## src/rtl/brq_div_ctrl.sv

```systemverilog
`default_nettype none
// ============================================================================
//  Module      : brq_div_ctrl (with package brq_div_pkg)
//  Description : Multi-cycle restoring radix-2 divider for DIV/REM requests.
//                Signed operands are converted to magnitudes on accept.
//                The sign of the result is corrected when it is delivered.
//                Divide-by-zero skips the iteration loop entirely.
//  Revision    : 1.0 - initial release
// ============================================================================

package brq_div_pkg;
    typedef enum logic [1:0] {
        MD_OP_MULL = 2'd0,
        MD_OP_MULH = 2'd1,
        MD_OP_DIV  = 2'd2,
        MD_OP_REM  = 2'd3
    } md_op_e;
endpackage

module brq_div_ctrl
    import brq_div_pkg::*;
#(
    parameter int Width = 32
) (
    input  logic             clk_i,
    input  logic             rst_ni,
    input  logic             valid_i,
    output logic             ready_o,
    input  md_op_e           op_i,
    input  logic             signed_i,
    input  logic [Width-1:0] op_a_i,
    input  logic [Width-1:0] op_b_i,
    input  logic             kill_i,
    output logic             valid_o,
    input  logic             ready_i,
    output logic [Width-1:0] result_o,
    output logic             busy_o
);

    localparam int CNT_W = (Width > 1) ? $clog2(Width) : 1;

    typedef enum logic [1:0] {
        IDLE = 2'd0,
        CALC = 2'd1,
        DONE = 2'd2
    } state_e;

    state_e             r_state;
    md_op_e             r_op;
    logic               r_signed;
    logic               r_sign_a;
    logic               r_sign_b;
    logic [CNT_W-1:0]   r_cnt;
    logic [Width:0]     r_rem;     // one spare bit so the compare below never overflows
    logic [Width-1:0]   r_quo;     // holds the dividend magnitude, shifted out as quotient shifts in
    logic [Width-1:0]   r_div;
    logic [Width-1:0]   r_result;

    logic               w_accept;
    logic               w_neg_a;
    logic               w_neg_b;
    logic [Width-1:0]   w_mag_a;
    logic [Width-1:0]   w_mag_b;
    logic [Width+1:0]   w_shift;
    logic               w_ge;
    logic [Width:0]     w_rem_step;
    logic [Width-1:0]   w_quo_step;
    logic [Width-1:0]   w_quo_fin;
    logic [Width-1:0]   w_rem_fin;
    logic [Width-1:0]   w_result_fin;

    // Only divide-type operations are ever taken; a kill blocks the accept.
    assign w_accept = (r_state == IDLE) && valid_i && !kill_i &&
                      ((op_i == MD_OP_DIV) || (op_i == MD_OP_REM));

    assign w_neg_a  = signed_i && op_a_i[Width-1];
    assign w_neg_b  = signed_i && op_b_i[Width-1];
    assign w_mag_a  = w_neg_a ? -op_a_i : op_a_i;
    assign w_mag_b  = w_neg_b ? -op_b_i : op_b_i;

    // One restoring step: shift {rem, quo} left, subtract if it fits.
    always_comb begin
        w_shift    = {r_rem, r_quo[Width-1]};
        w_ge       = (w_shift >= {2'b00, r_div});
        w_rem_step = w_ge ? (w_shift[Width:0] - {1'b0, r_div}) : w_shift[Width:0];
        w_quo_step = {r_quo[Width-2:0], w_ge};
    end

    // Sign correction applied to the outcome of the final step.
    always_comb begin
        w_quo_fin    = (r_signed && (r_sign_a ^ r_sign_b)) ? -w_quo_step : w_quo_step;
        w_rem_fin    = (r_signed && r_sign_a) ? -w_rem_step[Width-1:0] : w_rem_step[Width-1:0];
        w_result_fin = (r_op == MD_OP_DIV) ? w_quo_fin : w_rem_fin;
    end

    // Control FSM and datapath registers; the result register is zero outside DONE.
    always_ff @(posedge clk_i or negedge rst_ni) begin
        if (!rst_ni) begin
            r_state  <= IDLE;
            r_op     <= MD_OP_MULL;
            r_signed <= 1'b0;
            r_sign_a <= 1'b0;
            r_sign_b <= 1'b0;
            r_cnt    <= '0;
            r_rem    <= '0;
            r_quo    <= '0;
            r_div    <= '0;
            r_result <= '0;
        end else begin
            case (r_state)
                IDLE: begin
                    if (w_accept) begin
                        r_op     <= op_i;
                        r_signed <= signed_i;
                        r_sign_a <= w_neg_a;
                        r_sign_b <= w_neg_b;
                        if (op_b_i == '0) begin
                            r_state  <= DONE;
                            r_result <= (op_i == MD_OP_DIV) ? '1 : op_a_i;
                        end else begin
                            r_state <= CALC;
                            r_rem   <= '0;
                            r_quo   <= w_mag_a;
                            r_div   <= w_mag_b;
                            r_cnt   <= CNT_W'(Width - 1);
                        end
                    end
                end
                CALC: begin
                    if (kill_i) begin
                        r_state <= IDLE;
                    end else begin
                        r_rem <= w_rem_step;
                        r_quo <= w_quo_step;
                        r_cnt <= r_cnt - CNT_W'(1);
                        if (r_cnt == '0) begin
                            r_state  <= DONE;
                            r_result <= w_result_fin;
                        end
                    end
                end
                DONE: begin
                    if (kill_i || ready_i) begin
                        r_state  <= IDLE;
                        r_result <= '0;
                    end
                end
                default: begin
                    r_state  <= IDLE;
                    r_result <= '0;
                end
            endcase
        end
    end

    assign ready_o  = (r_state == IDLE);
    assign busy_o   = (r_state != IDLE);
    assign valid_o  = (r_state == DONE);
    assign result_o = r_result;

endmodule

`default_nettype wire

```

## config.mk

```make
export PLATFORM = sky130hd
export DESIGN_NAME = brq_div_ctrl
export DESIGN_NICKNAME = d
export VERILOG_FILES = /design/src/rtl/brq_div_ctrl.sv
export SDC_FILE = /design/constraint.sdc
export NUM_CORES = 1
export LEC_CHECK = 0
export BUFFER_PORTS_ARGS = -buffer_cell sky130_fd_sc_hd__buf_2
export CAP_MARGIN = 20
export CORE_ASPECT_RATIO = 0.8
export CORE_MARGIN = 2
export CORE_UTILIZATION = 50
export DETAILED_ROUTE_END_ITERATION = 16
export GPL_TIMING_DRIVEN = 0
export PLACE_DENSITY = 0.69
export SLEW_MARGIN = 20
export SYNTH_ARGS = -nofsm -noshare
export SYNTH_HDL_FRONTEND = slang
export SYNTH_SLANG_ARGS = --single-unit
```

## constraint.sdc

```tcl
create_clock -name clk_i -period 7.94 [get_ports clk_i]
set_input_delay 1.588 -clock clk_i [delete_from_list [all_inputs] [get_ports clk_i]]
set_output_delay 1.588 -clock clk_i [all_outputs]
set_load 0.01 [all_outputs]
```

Word-level counts from Yosys, hierarchy flattened
Cells that the tools add are included.

word-level totals
  flip-flop bits (word level) = 141
  input bits = 72

operators by class
  add/subtract/negate cells = 6
  order comparisons = 1
  equal/unequal tests = 12
  muxes and demuxes = 31
  bitwise logic cells = 2
  reductions and logical operators = 20

operators with widths
  cell                                                   count
  2-to-1 mux 32 bit                                      14
  2-to-1 mux 33 bit                                      4
  negator 32 bit                                         4
  case mux 32 bit (3 select lines)                       1
  case mux 33 bit (2 select lines)                       1
  case mux 32 bit (2 select lines)                       1
  greater-or-equal comparator 34 x 32 -> 1 bit           1
  subtractor 33 x 32 -> 33 bit                           1
  logical NOT 32 bit                                     1
  2-to-1 mux 5 bit                                       3
  2-to-1 mux 2 bit                                       5
  case mux 5 bit (2 select lines)                        1
  equality test 2 bit, second input constant             4
  logical AND 1 bit                                      7
  inequality test 2 x 1 -> 1 bit, second input constant  3
  inequality test 2 bit, second input constant           3
  case mux 2 bit (3 select lines)                        1
  AND reduction 3 bit                                    2
  logical NOT 5 bit                                      1
  AND reduction 5 bit                                    1
  subtractor 5 x 1 -> 5 bit, second input constant       1
  AND reduction 4 bit                                    1
  nonzero test 2 bit                                     2
  inequality test 3 bit, second input constant           1
  other kinds (7)                                        8

Logic depth before layout (Yosys ltp)
  word-level depth = 8
  mapped depth = 24
  depth with buffers taken out = 20

Least setup slack after synthesis
Ideal clock, no wire load.

  kind = register -> register
  start point = register r_quo[31]
  end point = register r_result[20], in the netlist result_o[20]
  setup time = 0.138 ns
  arrival time = 4.489 ns
  required time = 7.802 ns
  setup slack = 3.314 ns
  cell stages (with the launch flop) = 24
  cell sequence = dfrtp_1 inv_1 ha_1 inv_1 fa_1 a21o_1 a221o_1 a22oi_1 a21o_1 o21ai_4 buf_2 buf_4 buf_4 buf_4 nand2_1 o21ai_0 ha_1 and4_1 a31o_2 o211ai_1 nor3_2 or3_1 a41oi_1 o21ai_0

on the way
  cells in the longest elaborated chain, start to end = 8
  elaborated cells between the ends (all ways) = 11

RTL lines
  element                                                                                              RTL line  source
  start, declared                                                                                      55        logic [Width-1:0] r_quo;
  start signal, assigned                                                                               123       r_quo <= w_mag_a;
  start signal, assigned                                                                               134       r_quo <= w_quo_step;
  subtractor 33 x 32 -> 33 bit / greater-or-equal comparator 34 x 32 -> 1 bit (equally long branches)  85, 84
  2-to-1 mux 33 bit                                                                                    85        w_rem_step = w_ge ? (w_shift[Width:0] - {1'b0, r_div}) : w_shift[Width:0];
  negator 32 bit                                                                                       92        w_rem_fin = (r_signed && r_sign_a) ? -w_rem_step[Width-1:0] : w_rem_step[Width-1:0];
  2-to-1 mux 32 bit                                                                                    92
  2-to-1 mux 32 bit *                                                                                  93        w_result_fin = (r_op == MD_OP_DIV) ? w_quo_fin : w_rem_fin;
  2-to-1 mux 32 bit *                                                                                  136       if (r_cnt == '0) begin
  2-to-1 mux 32 bit *                                                                                  130       if (kill_i) begin
  case mux 32 bit (3 select lines) *                                                                   110       case (r_state)
  end signal, assigned                                                                                 119       r_result <= (op_i == MD_OP_DIV) ? '1 : op_a_i;
  end signal, assigned                                                                                 138       r_result <= w_result_fin;
  end, declared                                                                                        57        logic [Width-1:0] r_result;

Mark *: on every way between the ends. The rest lies on a longest branch, timed or not. The select of a mux whose other input is x is not followed.
A chain may end at the register's enable or synchronous reset.

Worst setup path in the final report
  start point = register r_rem[16]
  end point = register r_result[20], in the netlist result_o[20]

on the way
  cells in the longest elaborated chain, start to end = 8
  elaborated cells between the ends (all ways) = 11

RTL lines
  element                                                                                              RTL line  source
  start, declared                                                                                      54        logic [Width:0] r_rem;
  start signal, assigned                                                                               133       r_rem <= w_rem_step;
  subtractor 33 x 32 -> 33 bit / greater-or-equal comparator 34 x 32 -> 1 bit (equally long branches)  85, 84
  2-to-1 mux 33 bit                                                                                    85
  negator 32 bit                                                                                       92
  2-to-1 mux 32 bit                                                                                    92
  2-to-1 mux 32 bit *                                                                                  93
  2-to-1 mux 32 bit *                                                                                  136
  2-to-1 mux 32 bit *                                                                                  130
  case mux 32 bit (3 select lines) *                                                                   110

Marks and branches as above.

==> run metrics <==
status=finished clean; Internal=2.68 mW; RSZ-0062 raised after global routing=no; num ports=107; Routed WL=42100 um; post-synthesis cell area=11900 um^2; final worst-path cycle share=0.756; Reg2Reg Depth=23; CP Data Required Time=8.25 ns; critical-path maximum fanout=10; via count=12719; Synth Area in Compound Gates=0.275; Ys Warns=0; #FFs+latches synth=141; Clock Tree Root=clkbuf_16; multiplexer share of the synthesized area=0.0229; initial antenna violation count=0; share of Yosys cell area claimed by the top area cell type=0.296; top post-synthesis cells by area=dfrtp_1, o21ai_0, nand2_1, a21oi_1, xor2_1; crit path DAT=6.31 ns; pin count of the biggest net entering global routing=77; commonest non-fill, non-tap cells in the layout=nand2_1, o21ai_0, nor2_1; gr usage total=0.344; CP startpoint kind=register; Mapped Nets=1667; hold_buf cts=0; Switching Share=0.500; Max-slew headroom=0.226; cell accounting for the most synthesized area=dfrtp_1; Via-to-Cell Ratio=6.34; main combinational cell family by area after synthesis=compound AO/OA/AOI/OAI gates; Finish-stage setup viols=0; GPL Wtd Cong=0.969; clk buf depth=2; crit end category=register; Hold Crit Class=register to register; DP HPWL=32900 um; commonest non-fill, non-tap cell in the layout=nand2_1; Hold Violations, Final=0; Seq pwr share=0.235; pwr/cell area=397 nW/um^2; Syn Area/Cell=7.67 um^2; Gate Count Post-Synth=1556; n_diodes=0; VDD IR max=0.199 mV; clk sinks=141; die width=177 um; DR DRC count=0; clock power share=0.168; part of the power in combinational logic=0.597; Max-cap violations=0; FMAX=167 MHz; CTS H-tree depth=4; Initial Utilization=0.510; post-synthesis adder-cell area fraction=0.0415; RR Endpoint=result_o[20]; total CTS buffers=17; Clock Latency Late Sink=0.45 ns; Critical Path Sink=result_o[20]; Post-synth EDFFs=0; Synth-to-Final Area Change=13.4%; Net Switching=2.69 mW; share of layout cells above drive strength 1=0.121; worst setup path category=register to register; Core ar.=23400 um^2; LEAKAGE=5.67 nW; clk_skew=0.0151 ns; vias in the first global route=11732; Pre-antenna DRT Iters=6; XOR/XNOR share of the synthesized area=0.0969; die area=25100 um^2; Clk pin slew, worst setup/hold paths=0.06 ns; first-pass GRT wire length=66400 um; worst flop-to-flop path startpoint=r_rem[16]; Final nets=1792; predominant post-synthesis flop cell=dfrtp_1; GRT overflow=0; crit path from=r_rem[16]; CTS tree=built; Yosys cell types=83; post-route setup TNS=0 ns; Seq/Total Area, Yosys=0.296; Initial DRC Count=1505; R2R setup slack=1.94 ns; Slew Limit Fails=0; routed len/inst=21.0 um; Synth async-reset ratio=1.00; non-filler instance count after layout=2006; setup repair bufs after CTS=0; Worst Tran Pin Value=1.15 ns; Final ANT Viol Nets=0; post-cts sizing count=0; post-synthesis simple-gate area fraction=0.218; num rows=50; die height=142 um; placed cells=1974; Tmin final=6.00 ns; number of port buffers=105
[state kept, by name, indices dropped and copies added (netlist names)]
| name | flops |
|---|---|
| r_rem | 33 |
| r_div | 32 |
| r_quo | 32 |
| result_o | 32 |
| r_cnt | 5 |
| r_op | 2 |
| r_state | 2 |
| r_sign_a | 1 |
| r_sign_b | 1 |
| r_signed | 1 |
[Yosys cell counts (5+ instances only)]
cell type and count:
o211ai_1 22, o221ai_1 7, o31a_1 5, a211oi_1 9
or3_1 29, a21o_1 10, or4_1 12, o21a_1 10
buf_4 5, nand2b_1 10, clkbuf_1 57, o31ai_1 58
nand3_1 14, nor2b_1 6, or2_2 7, o21ai_1 13
buf_1 5, and2_1 11, o41ai_1 6, nor3_1 27
dfrtp_1 141, nand2_1 214, and4_1 7, mux2i_1 25
a21oi_1 133, o21ai_0 169, xnor2_1 63, a31oi_1 26
xor2_1 69, inv_1 54, ha_1 38, nand4_1 14
nor4_1 21, nor2_1 147, buf_2 23
[final cells by class]
class                   instances  area (um^2)
inverters                      55          209
clock inverters                10          160
flip-flops and latches        141         3530
multi-input cells            1269         7810
repair buffers                106          563
well taps                     312          390
plain buffers                  91          397
fillers                      2241         9860
clock buffers                  22          484
[worst max-delay path: stages (launching register included)]
cell       delay, ns
dfrtp_1         0.45
ha_1            0.30
buf_2           0.20
nand4_1         0.26
nor4_2          0.40
a311oi_1        0.20
and2_0          0.25
buf_4           0.19
o21ai_4         0.10
buf_2           0.28
buf_4           0.27
buf_4           0.28
buf_4           0.29
nand2_1         0.07
o21ai_0         0.14
ha_1            0.32
nand2_1         0.13
a2111oi_0       0.38
a31o_2          0.24
o211ai_1        0.19
nor3_2          0.30
o21ai_0         0.13
a41oi_1         0.34
o21ai_0         0.12
[power by group through the flow]
stage                     registers [mW]  logic, mW  clock network (mW)
after CTS                           1.25       3.14               0.905
after detailed placement            1.26       3.12                   0
after global placement              1.26       3.08                   0
after global routing                1.29       3.54               0.937
after floorplan                     1.21       2.25                   0
final                               1.26       3.21               0.900
[kinds of logic (layout without fill, tap and decap cells)]
kind of cell | Yosys count | after routing
AOI/OAI and AO/OA | 523 | 523
xor gates and xnor gates | 132 | 132
adders and majority gates | 39 | 39
buffers and inverters | 146 | 284
muxes | 27 | 27
DFF | 141 | 141
and+or+nand+nor | 548 | 548
[metrics by stage]
stage | area, um^2 | hold slack, ns | power (mW) | setup slack, ns | utilization
CTS | 13500 | 0.472 | 5.30 | 2.12 | 0.579
detailed placement | 12900 | 0.460 | 4.38 | 2.05 | 0.551
finish | 13500 | 0.472 | 5.37 | 1.94 | 0.579
global placement | 12900 | 0.453 | 4.34 | 2.07 | 0.549
floorplan | 11900 | 0.441 | 3.45 | 3.31 | -
global route | 13500 | 0.507 | 5.77 | 1.61 | 0.579
[worst min path at each step]
stage | startpoint | to | slack [ns] | cells after the start
2_1_floorplan | r_rem[32] | r_rem[32] | 0.44 | 2
3_5_place_dp | r_rem[32] | r_rem[32] | 0.46 | 2
4_1_cts | r_rem[32] | r_rem[32] | 0.47 | 2
6_report | r_rem[32] | r_rem[32] | 0.47 | 2
3_3_place_gp | r_rem[32] | r_rem[32] | 0.45 | 2
5_1_grt | r_div[25] | r_div[25] | 0.51 | 2
[metal layers]
| layer | track usage | wire (um) | up-vias |
|---|---|---|---|
| li1 | - | - | 5879 |
| met1 | 0.514 | 19500 | 6149 |
| met2 | 0.492 | 17600 | 617 |
| met3 | 0.0799 | 4210 | 74 |
| met4 | 0.100 | 873 | 0 |
| met5 | 0 | 0 | - |
Power figures use the tool's default switching activity.
